<file path="src/rtl/key_pkg.sv">
// rtl/key_pkg.sv - shared key-path types, timing constants and ms-to-cycle conversion
package key_pkg;

    localparam int unsigned KEY_LOCKOUT_MS = 500;
    localparam int unsigned KEY_LONG_MS    = 2000;

    typedef enum logic [2:0] {
        IDLE,
        B_IN,
        HOLD,
        B_OUT,
        GAP
    } key_gen_state_t;

    function automatic int unsigned ms_to_cyc(input int unsigned ms, input int unsigned clk_hz);
        return ms * (clk_hz / 1000);
    endfunction

endpackage

</file>
<file path="src/rtl/key_timer.sv">
// rtl/key_timer.sv - loadable down-counter that flags its last counted cycle
module key_timer #(
    parameter int W = 8
) (
    input  logic         clk,
    input  logic         rst,
    input  logic         i_load,
    input  logic [W-1:0] i_value,
    output logic         o_expire
);

    logic [W-1:0] r_count;

    // Holds at zero once drained so an idle timer never re-expires.
    always_ff @(posedge clk or posedge rst) begin
        if (rst) begin
            r_count <= '0;
        end else if (i_load) begin
            r_count <= i_value;
        end else if (r_count != '0) begin
            r_count <= r_count - W'(1);
        end
    end

    assign o_expire = (r_count == W'(1));

endmodule

</file>
<file path="src/rtl/key_press_gen.sv">
// rtl/key_press_gen.sv - push-button waveform generator with contact bounce for key-path self-test
module key_press_gen
    import key_pkg::*;
#(
    parameter int unsigned IN_C_HZ    = 50_000_000,
    parameter int unsigned SHORT_MS   = 200,
    parameter int unsigned LONG_MS    = 2500,
    parameter int unsigned GAP_MS     = 600,
    parameter int unsigned BOUNCE_N   = 3,
    parameter int unsigned BOUNCE_CYC = 50_000
) (
    input  logic clk,
    input  logic rst,
    input  logic cmd_valid,
    input  logic cmd_long,
    output logic cmd_ready,
    output logic key_out,
    output logic busy,
    output logic done
);

    if (SHORT_MS >= KEY_LONG_MS) begin : g_bad_short
        $error("SHORT_MS must be below the debouncer long-press threshold");
    end
    if (LONG_MS <= KEY_LONG_MS) begin : g_bad_long
        $error("LONG_MS must exceed the debouncer long-press threshold");
    end
    if (GAP_MS <= KEY_LOCKOUT_MS) begin : g_bad_gap
        $error("GAP_MS must exceed the debouncer post-release lockout");
    end
    if (BOUNCE_CYC < 1) begin : g_bad_bounce
        $error("BOUNCE_CYC must be at least 1");
    end

    localparam int unsigned SHORT_CYC = ms_to_cyc(SHORT_MS, IN_C_HZ);
    localparam int unsigned LONG_CYC  = ms_to_cyc(LONG_MS, IN_C_HZ);
    localparam int unsigned GAP_CYC   = ms_to_cyc(GAP_MS, IN_C_HZ);
    localparam int unsigned MAX_A     = (SHORT_CYC > LONG_CYC) ? SHORT_CYC : LONG_CYC;
    localparam int unsigned MAX_B     = (GAP_CYC > BOUNCE_CYC) ? GAP_CYC : BOUNCE_CYC;
    localparam int unsigned MAX_CYC   = (MAX_A > MAX_B) ? MAX_A : MAX_B;
    localparam int          TW        = $clog2(MAX_CYC) + 1;
    localparam int          GW        = $clog2(BOUNCE_N + 2);

    localparam logic [TW-1:0] T_SHORT  = TW'(SHORT_CYC);
    localparam logic [TW-1:0] T_LONG   = TW'(LONG_CYC);
    localparam logic [TW-1:0] T_GAP    = TW'(GAP_CYC);
    localparam logic [TW-1:0] T_BOUNCE = TW'(BOUNCE_CYC);
    localparam logic [GW-1:0] G_INIT   = GW'(BOUNCE_N);
    localparam bit            HAS_BOUNCE = (BOUNCE_N > 0);

    key_gen_state_t r_state, w_state_next;
    logic           r_key_out, w_key_next;
    logic           r_done, w_done_next;
    logic           r_long, w_long_next;
    logic           r_phase, w_phase_next;
    logic [GW-1:0]  r_glitch, w_glitch_next;
    logic           w_load;
    logic [TW-1:0]  w_load_val;
    logic           w_expire;

    key_timer #(.W(TW)) u_timer (
        .clk      (clk),
        .rst      (rst),
        .i_load   (w_load),
        .i_value  (w_load_val),
        .o_expire (w_expire)
    );

    always_ff @(posedge clk or posedge rst) begin
        if (rst) begin
            r_state   <= IDLE;
            r_key_out <= 1'b0;
            r_done    <= 1'b0;
            r_long    <= 1'b0;
            r_phase   <= 1'b0;
            r_glitch  <= '0;
        end else begin
            r_state   <= w_state_next;
            r_key_out <= w_key_next;
            r_done    <= w_done_next;
            r_long    <= w_long_next;
            r_phase   <= w_phase_next;
            r_glitch  <= w_glitch_next;
        end
    end

    // key_out is computed alongside the transition so it changes on the same edge as the state.
    always_comb begin
        w_state_next  = r_state;
        w_key_next    = r_key_out;
        w_done_next   = 1'b0;
        w_long_next   = r_long;
        w_phase_next  = r_phase;
        w_glitch_next = r_glitch;
        w_load        = 1'b0;
        w_load_val    = '0;
        case (r_state)
            IDLE: begin
                if (cmd_valid) begin
                    w_long_next = cmd_long;
                    w_key_next  = 1'b1;
                    w_load      = 1'b1;
                    if (HAS_BOUNCE) begin
                        w_state_next  = B_IN;
                        w_load_val    = T_BOUNCE;
                        w_glitch_next = G_INIT;
                        w_phase_next  = 1'b0;
                    end else begin
                        w_state_next = HOLD;
                        w_load_val   = cmd_long ? T_LONG : T_SHORT;
                    end
                end
            end
            B_IN: begin
                if (w_expire) begin
                    w_load = 1'b1;
                    if (!r_phase) begin
                        w_phase_next = 1'b1;
                        w_key_next   = 1'b0;
                        w_load_val   = T_BOUNCE;
                    end else if (r_glitch == GW'(1)) begin
                        w_state_next = HOLD;
                        w_key_next   = 1'b1;
                        w_load_val   = r_long ? T_LONG : T_SHORT;
                    end else begin
                        w_glitch_next = r_glitch - GW'(1);
                        w_phase_next  = 1'b0;
                        w_key_next    = 1'b1;
                        w_load_val    = T_BOUNCE;
                    end
                end
            end
            HOLD: begin
                if (w_expire) begin
                    w_load     = 1'b1;
                    w_key_next = 1'b0;
                    if (HAS_BOUNCE) begin
                        w_state_next  = B_OUT;
                        w_load_val    = T_BOUNCE;
                        w_glitch_next = G_INIT;
                        w_phase_next  = 1'b0;
                    end else begin
                        w_state_next = GAP;
                        w_load_val   = T_GAP;
                    end
                end
            end
            B_OUT: begin
                if (w_expire) begin
                    w_load = 1'b1;
                    if (!r_phase) begin
                        w_phase_next = 1'b1;
                        w_key_next   = 1'b1;
                        w_load_val   = T_BOUNCE;
                    end else if (r_glitch == GW'(1)) begin
                        w_state_next = GAP;
                        w_key_next   = 1'b0;
                        w_load_val   = T_GAP;
                    end else begin
                        w_glitch_next = r_glitch - GW'(1);
                        w_phase_next  = 1'b0;
                        w_key_next    = 1'b0;
                        w_load_val    = T_BOUNCE;
                    end
                end
            end
            GAP: begin
                if (w_expire) begin
                    w_state_next = IDLE;
                    w_key_next   = 1'b0;
                    w_done_next  = 1'b1;
                end
            end
            default: begin
                w_state_next = IDLE;
                w_key_next   = 1'b0;
            end
        endcase
    end

    assign cmd_ready = (r_state == IDLE);
    assign busy      = (r_state != IDLE);
    assign key_out   = r_key_out;
    assign done      = r_done;

endmodule

</file>
<file path="config.mk">
export PLATFORM = sky130hd
export DESIGN_NAME = key_press_gen
export DESIGN_NICKNAME = d
export VERILOG_FILES = /design/src/rtl/key_pkg.sv /design/src/rtl/key_timer.sv /design/src/rtl/key_press_gen.sv
export SDC_FILE = /design/constraint.sdc
export NUM_CORES = 1
export LEC_CHECK = 0
export CAP_MARGIN = 5
export CORE_MARGIN = 5
export CORE_UTILIZATION = 25
export DETAILED_ROUTE_END_ITERATION = 6
export GPL_TIMING_DRIVEN = 0
export SYNTH_ARGS = -nofsm -noshare
export SYNTH_HDL_FRONTEND = slang
export SYNTH_HIERARCHICAL = 1
export SYNTH_SLANG_ARGS = --single-unit
</file>
<file path="constraint.sdc">
create_clock -name clk -period 4.33 [get_ports clk]
set_input_delay 0.6495 -clock clk [delete_from_list [all_inputs] [get_ports clk]]
set_output_delay 0.6495 -clock clk [all_outputs]
set_load 0.1 [all_outputs]
</file>
==> flow_summary.ini <==
[outcome]
outcome = finished, final reports clean

[timing]
rsz0062_at_grt = no
fmax_mhz = 268.9
tightest_slew_ns = 1.103
finalCritPeriodShare_pct = 85.88
period_minus_slack_ns = 3.718
finalSetupViolCount = 0
final.setup_skew_ns = 0.006182
hold_violations = 0
slew_violations = 0
slew_headroom_pct = 26.42
setup-tns-final_ns = 0

[synthesis]
synthFlopType = dfrtp_1
ys_ff_latch = 38
synth-seq-area-share_pct = 39.05
synth.area.top_cells = dfrtp_1 (39%), nand2_1 (5.1%), xnor2_1 (4.0%)
yosysTopAreaCell = dfrtp_1
async_flop_share_pct = 100.0
synthCells = 276
synth_cell_types = 59
syn_area_um2 = 2435
synth_edf_count = 0
synth_compound_area_share_pct = 18.86
yosys.area_share.adder_pct = 2.569
synth_top_cell_area_share_pct = 39.05
yosys.area_share.xor_xnor_pct = 3.957
synth.area.mux_share_pct = 1.953
syn_avg_cell_area_um2 = 8.822
synth_top_family_by_area = simple AND/OR/NAND/NOR gates
yosysWarnings = 6
yosys.area_share.simple_pct = 29.24

[grt]
grt_pass1_wl_um = 10170
grt_max_degree = 29
grt_usage_pct = 10.75
grt_pass1_vias = 2131
grt-ovfl-total = 0
grt_antenna_before_repair = 0

[worst_setup_path]
worstPathRequired_ns = 4.54
reg2reg_depth = 11
cp_max_fo = 10
r2r-end = u_timer/r_count[17]
arrival_ns = 3.93
rrSetupSlack_ns = 0.61
crit_type = register to register
start_kind = register
r2r_start = u_timer/r_count[13]
end_kind = register

[detailed_routing]
wire_per_inst_um = 13.49
viasPerCell = 4.806
drc = 0
vias = 2076
wl_um = 5827
drtIter0Drc = 115
firstDrtPassIters = 5
antenna_left = 0

[clock_network]
cts_tree = yes
post-cts-setup-buffers = 0
path_clk_slew_ns = 0.08
cts.sinks = 38
clock_latency_ns = 0.29
clockRootBuffer = clkbuf_8
cts_buffers = 5
cts_resized = 0
cts_buffer_depth = 2
htreeDepth = 2
holdBufCountCts = 0

[min_path]
whs_path_depth = 1
hp-start = r_glitch[2]
hp-class = register to register
min_to = r_glitch[2]

[floorplanning]
initial_utilization_pct = 25.26
die_w_um = 108.7
die_area_um2 = 11810
io_pins = 8
die_h_um = 108.7
fp-row-count = 36
fp.coreArea_um2 = 9639

[cells_and_area]
drive_gt1_share_pct = 11.37
fill_cells = 1064
finalNetCount = 307
diodes = 0
layout_commonest_cell = dfrtp_1
layout_common_cells = dfrtp_1 (38), nand2_1 (33), o21ai_0 (19)
syn2layout_area_growth_pct = 15.93
finish.instance_area_um2 = 2823

[power_and_ir_drop]
ir_drop_uv = 106.5
leakage_nw = 1.055
power_density_nw_per_um2 = 326.7

[placed_design]
io_buffers = 7
place_area_um2 = 2713
routabilityCongestion = 0.7937
hpwlAfterDp_um = 4290

[flow_run]
maxCapViolations = 0
==> power breakdown <==
part           leakage (nW)  internal [mW]  total, mW  switching, mW
logic                 0.523         0.0837      0.172         0.0885
clock network        0.0575          0.161      0.292          0.131
registers             0.474          0.396      0.458         0.0626
total                  1.05          0.640      0.922          0.282
==> worst max-delay path: stages (launching register included) <==
cell and delay, ns:
dfrtp_1 0.44, nor4_4 0.38, nand4_2 0.24, nor4b_1 0.64, clkdlybuf4s18_2 0.36, o21ai_0 0.13, a21o_1 0.26, inv_2 0.14
clkbuf_1 0.38, clkbuf_1 0.43, nand2_1 0.11, o21ai_0 0.10
==> worst max-delay path by stage <==
stage                             start                  end  slack, ns  cells past startpoint
global placement    u_timer/r_count[13]   u_timer/r_count[3]       0.14                      9
CTS                 u_timer/r_count[13]   u_timer/r_count[3]       0.58                     10
global route        u_timer/r_count[13]  u_timer/r_count[21]       0.28                     11
detailed placement  u_timer/r_count[13]   u_timer/r_count[3]       0.62                     10
floorplan                    r_state[0]                 busy       1.04                      3
finish              u_timer/r_count[13]  u_timer/r_count[17]       0.61                     11
==> flip-flops by register name (all words and copies together) (netlist names) <==
signal / cells
r_state: 3
key_out: 1
r_phase: 1
r_glitch: 3
r_long: 1
done: 1
u_timer/r_count: 28
==> cells by family after synthesis <==
family / Yosys count
flip-flops: 38
XOR/XNOR: 11
adder cells (fa/ha/maj): 5
other: 1
multiplexers: 4
AO/OA/AOI/OAI: 70
buffers and inverters: 23
AND/OR/NAND/NOR: 124
==> Yosys cell counts (all sizes together), types with 4 or more instances <==
cell	n
or2	4
or3	6
clkbuf	7
dfrtp	38
xnor2	11
nor4	10
a21oi	17
nand3b	4
o21ai	22
a2bb2oi	4
inv	13
nor2	18
or4	5
nand2	33
nand3	9
ha	5
o21a	6
nor3	17
==> layout make-up <==
type	instances	area, um^2	area share [%]
clock buffer	8	110.1	3.901
tap	133	166.4	5.895
buffer	10	53.80	1.906
sequential	38	950.9	33.69
inverter	13	48.80	1.729
multi-input combinational	222	1413	50.04
timing repair buffer	8	80.08	2.837
==> layer usage <==
layer	up-vias	wire length, um	GRT usage, %
met5	-	0	0
li1	1037	-	-
met1	1004	2763	14.12
met4	0	53	2.435
met2	27	2723	17.87
met3	8	287	2.664
==> per-stage QoR <==
stage	worst slack [ns]	std cells	util, %	hold slack [ns]	power [mW]
floorplan	1.038	283	-	0.4727	0.5940
global placement	0.1388	423	28.04	0.4941	0.6312
detailed placement	0.6165	424	28.14	0.5066	0.6381
CTS	0.5815	432	29.28	0.5190	0.9309
global route	0.2780	432	29.28	0.5550	0.9781
finish	0.6115	432	29.28	0.5197	0.9223
(Power assumes the default switching activity.)
